$ cat config.mk
export PLATFORM = sky130hd
export DESIGN_NAME = pcm_stream_decoder_flat
export DESIGN_NICKNAME = d
export VERILOG_FILES = /design/src/rtl/pcm_stream_decoder_if.sv /design/src/rtl/pcm_stream_decoder.sv /design/src/flat_wrapper.sv
export SDC_FILE = /design/constraint.sdc
export NUM_CORES = 1
export LEC_CHECK = 0
export BUFFER_PORTS_ARGS = -buffer_cell sky130_fd_sc_hd__buf_4
export CORE_UTILIZATION = 40
export DETAILED_ROUTE_END_ITERATION = 16
export GPL_ROUTABILITY_DRIVEN = 0
export MAX_ROUTING_LAYER = met4
export SLEW_MARGIN = 20
export SYNTH_ARGS = -nofsm -noshare
export SYNTH_HDL_FRONTEND = slang
export SYNTH_SLANG_ARGS = --single-unit
$ cat constraint.sdc
create_clock -name clk -period 5.2 [get_ports clk]
set_clock_uncertainty 0.2 [all_clocks]
set_input_delay 0.26 -clock clk [delete_from_list [all_inputs] [get_ports clk]]
set_output_delay 0.26 -clock clk [all_outputs]
set_load 0.05 [all_outputs]
$ cat src/rtl/pcm_stream_decoder_if.sv
// Stream bundle between the bit synchroniser and the PCM decoder:
// symbol strobe/data in, decoded bit strobe/data and window statistics out.
interface pcm_stream_decoder_if #(
    parameter int WIN_W = 16
);
    logic             symClkEn;
    logic             symBit;
    logic             bitOut;
    logic             bitEnOut;
    logic             windowDone;
    logic [WIN_W-1:0] violationCount;

    modport master (
        output symClkEn, symBit,
        input  bitOut, bitEnOut, windowDone, violationCount
    );

    modport slave (
        input  symClkEn, symBit,
        output bitOut, bitEnOut, windowDone, violationCount
    );
endinterface

$ cat src/rtl/pcm_stream_decoder.sv
// PCM symbol-stream decoder: NRZ-L/M/S decode, programmable self-synchronising
// derandomizer, output inversion, and a windowed run-length monitor.
// Fixed two-cycle latency from symClkEn to bitEnOut.
module pcm_stream_decoder #(
    parameter int LFSR_MAX  = 23,
    parameter int RUN_CNT_W = 8,
    parameter int WIN_W     = 16
) (
    input  logic                 clk,
    input  logic                 reset_n,
    input  logic [1:0]           nrzMode,
    input  logic [LFSR_MAX-1:0]  derandTaps,
    input  logic                 dataInvert,
    input  logic [RUN_CNT_W-1:0] runLimit,
    input  logic [WIN_W-1:0]     windowLen,
    input  logic                 clearStats,
    pcm_stream_decoder_if.slave  bus
);

    logic                 last_sym;
    logic                 dec;
    logic                 dec_next;
    logic                 v1;
    logic [LFSR_MAX-1:0]  sr;
    logic                 fb;

    logic                 prev_bit;
    logic [RUN_CNT_W-1:0] run_cnt;
    logic [RUN_CNT_W-1:0] run_next;
    logic [WIN_W-1:0]     win_cnt;
    logic [WIN_W-1:0]     win_next;
    logic [WIN_W-1:0]     viol_acc;
    logic [WIN_W-1:0]     acc_next;
    logic                 same_bit;
    logic                 run_sat;
    logic                 viol_hit;
    logic                 win_close;

    // Mark/space decode of the incoming symbol against the previous symbol
    always_comb begin
        dec_next = bus.symBit;
        case (nrzMode)
            2'd1:    dec_next = bus.symBit ^ last_sym;
            2'd2:    dec_next = ~(bus.symBit ^ last_sym);
            default: dec_next = bus.symBit;
        endcase
    end

    // Stage 1: capture the decoded bit and remember the raw symbol for the next decode
    always_ff @(posedge clk or negedge reset_n) begin
        if (!reset_n) begin
            last_sym <= 1'b0;
            dec      <= 1'b0;
            v1       <= 1'b0;
        end else begin
            v1 <= bus.symClkEn;
            if (bus.symClkEn) begin
                last_sym <= bus.symBit;
                dec      <= dec_next;
            end
        end
    end

    // Feedback uses the history of decoded (still scrambled) bits, so no seed is needed
    assign fb = ^(sr & derandTaps);

    // Stage 2: derandomize, invert and present the output strobe
    always_ff @(posedge clk or negedge reset_n) begin
        if (!reset_n) begin
            sr           <= '0;
            bus.bitOut   <= 1'b0;
            bus.bitEnOut <= 1'b0;
        end else begin
            bus.bitEnOut <= v1;
            if (v1) begin
                sr         <= {sr[LFSR_MAX-2:0], dec};
                bus.bitOut <= dec ^ fb ^ dataInvert;
            end
        end
    end

    // Next values for the run and window counters for the bit currently presented.
    // A saturated run continuing is not a new arrival at runLimit, so it never re-counts.
    always_comb begin
        same_bit = (bus.bitOut == prev_bit);
        run_sat  = &run_cnt;
        if (!same_bit) begin
            run_next = RUN_CNT_W'(1);
        end else if (run_sat) begin
            run_next = run_cnt;
        end else begin
            run_next = run_cnt + 1'b1;
        end
        viol_hit  = (runLimit != '0) && (run_next == runLimit) && !(same_bit && run_sat);
        acc_next  = (viol_hit && !(&viol_acc)) ? viol_acc + 1'b1 : viol_acc;
        win_next  = win_cnt + 1'b1;
        win_close = (windowLen != '0) && (win_next == windowLen);
    end

    // Run-length monitor and statistics window; clearStats wins over a coincident bit
    always_ff @(posedge clk or negedge reset_n) begin
        if (!reset_n) begin
            prev_bit           <= 1'b0;
            run_cnt            <= '0;
            win_cnt            <= '0;
            viol_acc           <= '0;
            bus.violationCount <= '0;
            bus.windowDone     <= 1'b0;
        end else begin
            bus.windowDone <= 1'b0;
            if (bus.bitEnOut) begin
                prev_bit <= bus.bitOut;
            end
            if (clearStats) begin
                run_cnt            <= '0;
                win_cnt            <= '0;
                viol_acc           <= '0;
                bus.violationCount <= '0;
            end else if (bus.bitEnOut) begin
                run_cnt <= run_next;
                if (win_close) begin
                    bus.violationCount <= acc_next;
                    viol_acc           <= '0;
                    win_cnt            <= '0;
                    bus.windowDone     <= 1'b1;
                end else begin
                    viol_acc <= acc_next;
                    if (windowLen != '0) begin
                        win_cnt <= win_next;
                    end
                end
            end
        end
    end

endmodule

$ cat src/flat_wrapper.sv
// flat-port wrapper written by rule: the top's interface ports become plain ports
module pcm_stream_decoder_flat 
#(
    parameter int LFSR_MAX  = 23,
    parameter int RUN_CNT_W = 8,
    parameter int WIN_W     = 16
)
  (clk, reset_n, nrzMode, derandTaps, dataInvert, runLimit, windowLen, clearStats, bus_symClkEn, bus_symBit, bus_bitOut, bus_bitEnOut, bus_windowDone, bus_violationCount);
  pcm_stream_decoder_if #(.WIN_W(WIN_W)) bus_i ();
  input  logic clk;
  input  logic reset_n;
  input  logic [1:0] nrzMode;
  input  logic [LFSR_MAX-1:0] derandTaps;
  input  logic dataInvert;
  input  logic [RUN_CNT_W-1:0] runLimit;
  input  logic [WIN_W-1:0] windowLen;
  input  logic clearStats;
  input wire logic [$bits(bus_i.symClkEn)-1:0] bus_symClkEn;
  input wire logic [$bits(bus_i.symBit)-1:0] bus_symBit;
  output wire logic [$bits(bus_i.bitOut)-1:0] bus_bitOut;
  output wire logic [$bits(bus_i.bitEnOut)-1:0] bus_bitEnOut;
  output wire logic [$bits(bus_i.windowDone)-1:0] bus_windowDone;
  output wire logic [$bits(bus_i.violationCount)-1:0] bus_violationCount;
  assign bus_i.symClkEn = bus_symClkEn;
  assign bus_i.symBit = bus_symBit;
  assign bus_bitOut = bus_i.bitOut;
  assign bus_bitEnOut = bus_i.bitEnOut;
  assign bus_windowDone = bus_i.windowDone;
  assign bus_violationCount = bus_i.violationCount;
  pcm_stream_decoder #(.LFSR_MAX(LFSR_MAX), .RUN_CNT_W(RUN_CNT_W), .WIN_W(WIN_W)) u_core (.clk(clk), .reset_n(reset_n), .nrzMode(nrzMode), .derandTaps(derandTaps), .dataInvert(dataInvert), .runLimit(runLimit), .windowLen(windowLen), .clearStats(clearStats), .bus(bus_i));
endmodule
==> out/metrics.cfg, run 1 <==
[place]
dp_slack_ns = 1.421
port_buffers = 73
dp_hpwl_um = 9600
dp.cells = 817
placed_area_um2 = 6191

[yosys]
yosysTopAreaCellShare = 0.3834
yosysWarnings = 0
ys_types = 66
synth_largest_area_cell = dfrtp_1
ys_seq_elements = 86
syn_area_um2 = 5613
synthCells = 602
async_flop_share = 1.000
syn_nets = 662
synth_edf_count = 0
avgSynthCellArea_um2 = 9.324
ys_seq_area_frac = 0.3834
synth_area_leaders = dfrtp_1, xnor2_1, mux2_2, nand2_1, xor2_1
synthFlopType = dfrtp_1

[cells_and_area]
utilization = 0.4867
drive_gt1_frac = 0.2182
antenna_cells = 0
nets = 715
final_cell_area_um2 = 6548
area_growth_pct = 16.65
fin_cells = 836

[drt]
drt-total-wl_um = 13510
vias = 4687
met1_length_um = 6159
drc = 0
met3_length_um = 775
routed-wl-met2_um = 6323
dr.pass1.iters = 5
drt_iter0_markers = 344
antenna_left = 0
vias_per_cell = 5.606
dr.max_layer_used = met4
wire_per_inst_um = 16.16

[worst_setup_path]
cp.required_ns = 5.22
ff2ff_setup_slack_ns = 1.52
r2r_end = u_core.win_cnt[13]
path_class = reg -> reg
crit_fanout = 9
cp-endpoint = u_core.win_cnt[13]
end_kind = register
crit_arrival_ns = 3.70
cp-start-kind = register
crit_path_start = u_core.win_cnt[0]
reg2reg_from = u_core.win_cnt[0]
r2r_cells = 9

[power_and_ir_drop]
power_leakage_nw = 2.670
finalPower_mw = 2.177
power_density_nw_per_um2 = 332.5
vdd.ir_drop.worst_mv = 0.2159

[cts]
cts_buffers = 9
clk_pin_slew_worst_paths_ns = 0.06
cts_tree = done
clock-sinks = 86
cts_setup_buffers = 0
clk_latency_ns = 0.35
root_buffer = clkbuf_16
ctsHtreeMaxLevel = 3
clock_path_buffers = 2
postCtsResizedCells = 0

[die]
core_area_um2 = 13450
die_x_um = 120.5
rows = 42
start_util = 0.4172
pin_count = 74
fp.dieH_um = 120.5
die_area_um2 = 14510

[timing]
fmax_mhz = 272.1
rsz0062_at_grt = false
period_share = 0.7068
finalMaxSlewViolations = 0
setup_ws_ns = 1.524
fin_crit_ns = 3.676
finalHoldWorstSlack_ns = 0.1056
tightest_slew_ns = 0.9827
hold_viol = 0
relSlewSlack = 0.3449
tns_ns = 0
setup_viol = 0

[global_routing]
antenna_found_initial = 0
grt_max_degree = 72
grt_overflow = 0
grt_use_total = 0.2062
grt_pass1_vias = 4713
grt_pass1_wl_um = 23050

[min_path]
hold_path_class = in -> async

[outcome]
status = finished, final reports clean

[run]
drv_cap = 0

[power by group]
| part | total, mW | leakage (nW) | switching, mW | internal, mW |
|---|---|---|---|---|
| logic | 0.620 | 1.37 | 0.309 | 0.311 |
| registers | 0.849 | 1.15 | 0.0825 | 0.766 |
| clock network | 0.708 | 0.148 | 0.274 | 0.434 |
[final cells by class]
class,instances,area (µm²)
multi-input cells,465,3197
clock inverters,5,82.58
well taps,176,220.2
clock buffers,11,242.7
repair buffers,79,600.6
flip-flops and latches,86,2152
fillers,1298,6905
inverters,14,52.55
[sequential cells by signal, summed over array words and instances (netlist names)]
signal                     count
u_core.bus.bitEnOut            1
u_core.bus.bitOut              1
u_core.bus.violationCount     16
u_core.bus.windowDone          1
u_core.dec                     1
u_core.last_sym                1
u_core.prev_bit                1
u_core.run_cnt                 8
u_core.sr                     23
u_core.v1                      1
u_core.viol_acc               16
u_core.win_cnt                16
[cell usage in the layout, fill, tap and decap left out, drive strengths merged, types with 4 or more instances in the layout]
cell and instances:
a211oi 19, a21o 8, a21oi 22, a311oi 4, a31oi 9, and2 7
and3 12, and4 5, buf 76, clkbuf 11, dfrtp 86, ha 5
inv 14, mux2 27, mux2i 4, nand2 68, nand3 26, nand4 20
nor2 41, nor3 18, nor4 14, o2111ai 4, o21ai 21, o31ai 4
or3 14, or4 8, xnor2 41, xor2 26
[cells in the mapped netlist, drive strengths merged, types with 3 or more instances]
master / n
clkbuf: 13
nand4b: 3
o2111ai: 4
dfrtp: 86
a21oi: 22
inv: 14
a221o: 3
o211ai: 3
a31oi: 9
a21boi: 3
ha: 5
buf: 24
nor4b: 3
nor2: 41
xnor2: 41
o21ai: 21
mux2: 27
nand3: 26
and2: 7
a311oi: 4
mux2i: 4
nor3: 18
or4: 8
nor4: 14
o31ai: 4
nand4: 20
and4: 5
a21o: 8
xor2: 26
a211oi: 19
and3: 12
o22ai: 3
or3: 14
nand2: 68
[cells by family (layout without fill, tap and decap cells)]
kind of cell	Yosys count	in the layout	synth area share
buffers and inverters	51	109	0.04726
flip-flops	86	86	0.3834
AO/OA/AOI/OAI	116	116	0.1518
adder cells (fa/ha/maj)	5	5	0.01115
AND/OR/NAND/NOR	245	245	0.2363
multiplexers	31	31	0.06130
XOR/XNOR	68	68	0.1088
[worst max-delay path: stages, from the launching register on]
cell	delay [ns]
dfrtp_1	0.46
ha_1	0.31
nand4_1	0.20
nor3_1	0.55
nor4bb_1	0.44
o211ai_2	0.17
o41ai_4	0.44
or2_0	0.50
or3_1	0.18
nand3_1	0.08
[metal layers]
| layer | GRT usage | up-vias |
|---|---|---|
| met1 | 0.2632 | 2212 |
| met4 | 0.07485 | 0 |
| met2 | 0.3211 | 152 |
| met3 | 0.04623 | 22 |
| met5 | - | - |
| li1 | - | 2301 |
[worst min-delay path by stage]
stage	from	endpoint	slack, ns	cells past startpoint
5_1_grt	reset_n	u_core.bus.violationCount[13]	0.12	2
6_report	reset_n	u_core.bus.violationCount[5]	0.11	2
2_1_floorplan	reset_n	u_core.bus.bitEnOut	-0.24	0
4_1_cts	reset_n	u_core.bus.violationCount[13]	0.10	2
3_5_place_dp	reset_n	u_core.bus.violationCount[5]	-0.06	1
3_3_place_gp	reset_n	u_core.bus.violationCount[5]	-0.07	1
[timing repair]
action,CTS,global route
hold buffers,3,0
hold endpoints to repair,18,0
setup endpoints to repair,0,0
No activity file was read; power rests on OpenSTA's default activity.
==> run 2, diff against run 1 <==
Settings changed: ABC_AREA from default to 1.
Clock period 5.2 ns to 3.5 ns, I/O delays scaled along.
==> out/metrics.cfg, run 2 <==
[cts]
ctsHtreeMaxLevel = 3  ; unchanged
clk_pin_slew_worst_paths_ns = 0.07  ; was 0.06 ns
cts_buffers = 9  ; unchanged
cts_setup_buffers = 0  ; unchanged
clk_latency_ns = 0.35  ; about the same
clock_path_buffers = 2  ; unchanged
root_buffer = clkbuf_16  ; unchanged
postCtsResizedCells = 0  ; unchanged
cts_tree = done  ; unchanged
clock-sinks = 86  ; unchanged

[drt]
antenna_left = 0  ; unchanged
dr.pass1.iters = 5  ; unchanged
vias_per_cell = 4.964  ; was 5.606
drc = 0  ; unchanged
drt-total-wl_um = 14910  ; was 13510 µm
wire_per_inst_um = 13.44  ; was 16.16 µm
drt_iter0_markers = 388  ; was 344
vias = 5510  ; was 4687

[die]
pin_count = 74  ; unchanged
fp.dieH_um = 123.4  ; was 120.5 µm
die_area_um2 = 15220  ; was 14510 µm²
core_area_um2 = 14150  ; was 13450 µm²
start_util = 0.4165  ; was 0.4172
rows = 43  ; was 42
die_x_um = 123.4  ; was 120.5 µm

[yosys]
ys_types = 35  ; was 66
synth_largest_area_cell = dfrtp_1  ; unchanged
yosysTopAreaCellShare = 0.3652  ; was 0.3834
avgSynthCellArea_um2 = 6.941  ; was 9.324 µm²
synthFlopType = dfrtp_1  ; unchanged
syn_nets = 909  ; was 662
async_flop_share = 1.000  ; unchanged
synth_area_leaders = dfrtp_1, nand2_1, nand3_1, inv_1, nor2_1  ; was dfrtp_1, xnor2_1, mux2_2, nand2_1, xor2_1
syn_area_um2 = 5893  ; was 5613 µm²
ys_seq_elements = 86  ; unchanged
ys_seq_area_frac = 0.3652  ; was 0.3834
synthCells = 849  ; was 602
yosysWarnings = 0  ; unchanged
yosysMostFrequentCell = nand2_1  ; was dfrtp_1
yosys-top-cells-count = nand2_1, nand3_1, inv_1  ; was dfrtp_1, nand2_1, xnor2_1
synth_edf_count = 0  ; unchanged

[cells_and_area]
nFillCells = 1460  ; was 1298
final_cell_mix = nand2_1, nand3_1, inv_1  ; was dfrtp_1, buf_4, nand2_1
nets = 985  ; was 715
multi_input_area_um2 = 3208  ; was 3197 µm²
area_growth_pct = 17.90  ; was 16.65%
drive_gt1_frac = 0.1570  ; was 0.2182
seqCellArea_um2 = 2152  ; unchanged
largest_register_ffs = 23  ; unchanged
final_common_cell = nand2_1  ; was dfrtp_1
regMostFlops = u_core.sr  ; unchanged
antenna_cells = 0  ; unchanged

[timing]
fmax_mhz = 340.7  ; was 272.1 MHz
setup_viol = 0  ; unchanged
period_share = 0.8385  ; was 0.7068
finalHoldWorstSlack_ns = 0.07520  ; was 0.1056 ns
tightest_slew_ns = 0.9649  ; was 0.9827 ns
fin_crit_ns = 2.935  ; was 3.676 ns
rsz0062_at_grt = false  ; unchanged
hold_viol = 0  ; unchanged
finalMaxSlewViolations = 0  ; unchanged
tns_ns = 0  ; unchanged
relSlewSlack = 0.3567  ; was 0.3449

[place]
dp_hpwl_um = 10990  ; was 9600 µm
port_buffers = 73  ; unchanged

[global_routing]
grt_use_total = 0.2194  ; was 0.2062
grt_max_degree = 72  ; unchanged
antenna_found_initial = 0  ; unchanged
grt_overflow = 0  ; unchanged
grt_pass1_wl_um = 25150  ; was 23050 µm
grt_pass1_vias = 5302  ; was 4713

[worst_setup_path]
critPathMaxStageDelay_ns = 0.45  ; was 0.55 ns
crit_path_top_delay_cell = dfrtp_1  ; was nor3_1
cp.required_ns = 3.59  ; was 5.22 ns
crit_top_cell = nand2_1
cp-start-kind = register  ; unchanged
crit_arrival_ns = 3.02  ; was 3.70 ns
end_kind = register  ; unchanged
path_class = reg -> reg  ; unchanged
crit_fanout = 7  ; was 9
crit_chain = ha_1, nand2_1, nor2_1, nand2_1, nand2_1, nand2_1, xor2_1, inv_1, nand3_1, nor2_1, nand4_1, buf_4, nor2_8, nand3_1, nand2_1  ; was ha_1, nand4_1, nor3_1, nor4bb_1, o211ai_2, o41ai_4, or2_0, or3_1, nand3_1

[min_path]
hold_path_class = in -> reg  ; was in -> async

[power_and_ir_drop]
finalPower_mw = 2.644  ; was 2.177 mW
vdd.ir_drop.worst_mv = 0.2615  ; was 0.2159 mV
power_density_nw_per_um2 = 380.6  ; was 332.5 nW/µm²
power_leakage_nw = 3.426  ; was 2.670 nW

[run]
drv_cap = 0  ; unchanged

[outcome]
status = finished, final reports clean  ; unchanged

==> run 2: cell types whose count changed in the layout (fill, tap and decap cells not counted), moves of 18 or more <==
cell,before,now
mux2_2,27,1
xnor2_1,41,23
nand2_1,67,251
inv_1,14,101
nand3_1,23,102
nor2_1,40,75
==> run 2: per-stage QoR <==
step           area, µm²  utilization  instances  setup slack [ns]
6_report            6948       0.4910       1110            0.5652
5_1_grt             6948       0.4910       1110            0.2891
4_1_cts             6948       0.4910       1110            0.5851
3_5_place_dp        6610       0.4672       1090            0.6115
3_3_place_gp        6610       0.4672       1090            0.7844
2_1_floorplan       5893            -        849             1.100
==> run 2: critical path, delay by kind of cell, from the launching register on <==
kind | cells | cell delay [ns]
flops | 1 | 0.45
fa+ha+maj | 1 | 0.28
buf+inv | 2 | 0.40
xor+xnor | 1 | 0.14
simple gates | 11 | 1.40
==> run 2: layer usage <==
layer | vias to the layer above | GRT usage | routed length [µm]
met3 | 15 | 0.04705 | 733
met2 | 126 | 0.3485 | 6861
li1 | 2870 | - | -
met1 | 2499 | 0.2816 | 7140
met4 | 0 | 0.06099 | 178
met5 | - | - | 0
==> run 2: repair_timing <==
item	in CTS	in global routing
endpoints found under the setup margin	0	0
endpoints found under the hold margin	75	0
hold buffers	4	0
==> run 2: worst paths after layout <==
kind,slack (ns),start,to,cells past startpoint
max,0.57,u_core.win_cnt[0],u_core.bus.violationCount[10],15
min,0.08,nrzMode[1],u_core.dec,5
max reg2reg,0.57,u_core.win_cnt[0],u_core.bus.violationCount[10],15
min reg2reg,0.29,u_core.bus.violationCount[9],u_core.bus.violationCount[9],2
max in group asynchronous,2.07,reset_n,u_core.win_cnt[0],3
min in group asynchronous,0.30,reset_n,u_core.run_cnt[7],2
==> run 2: power by group <==
group / switching (mW) / internal (mW)
Combinational: 0.336 / 0.212
Sequential: 0.0467 / 1.05
Clock: 0.433 / 0.562
Total: 0.815 / 1.83
==> run 2: kinds of logic (layout without fill, tap and decap cells) <==
| logic type | after synthesis | in the layout | synth area share |
|---|---|---|---|
| AOI/OAI and AO/OA | 82 | 82 | 0.08004 |
| xor gates and xnor gates | 38 | 38 | 0.05648 |
| adders and majority gates | 5 | 5 | 0.01062 |
| buffers and inverters | 131 | 212 | 0.09045 |
| DFF | 86 | 86 | 0.3652 |
| muxes | 2 | 2 | 0.003609 |
| and+or+nand+nor | 505 | 505 | 0.3936 |
==> run 2: cell type report <==
cell class,instances,area share
multi-input cells,632,0.4617
flip-flops and latches,86,0.3097
repair buffers,85,0.09328
inverters,111,0.05997
clock buffers,10,0.03296
well taps,180,0.03241
clock inverters,6,0.009905
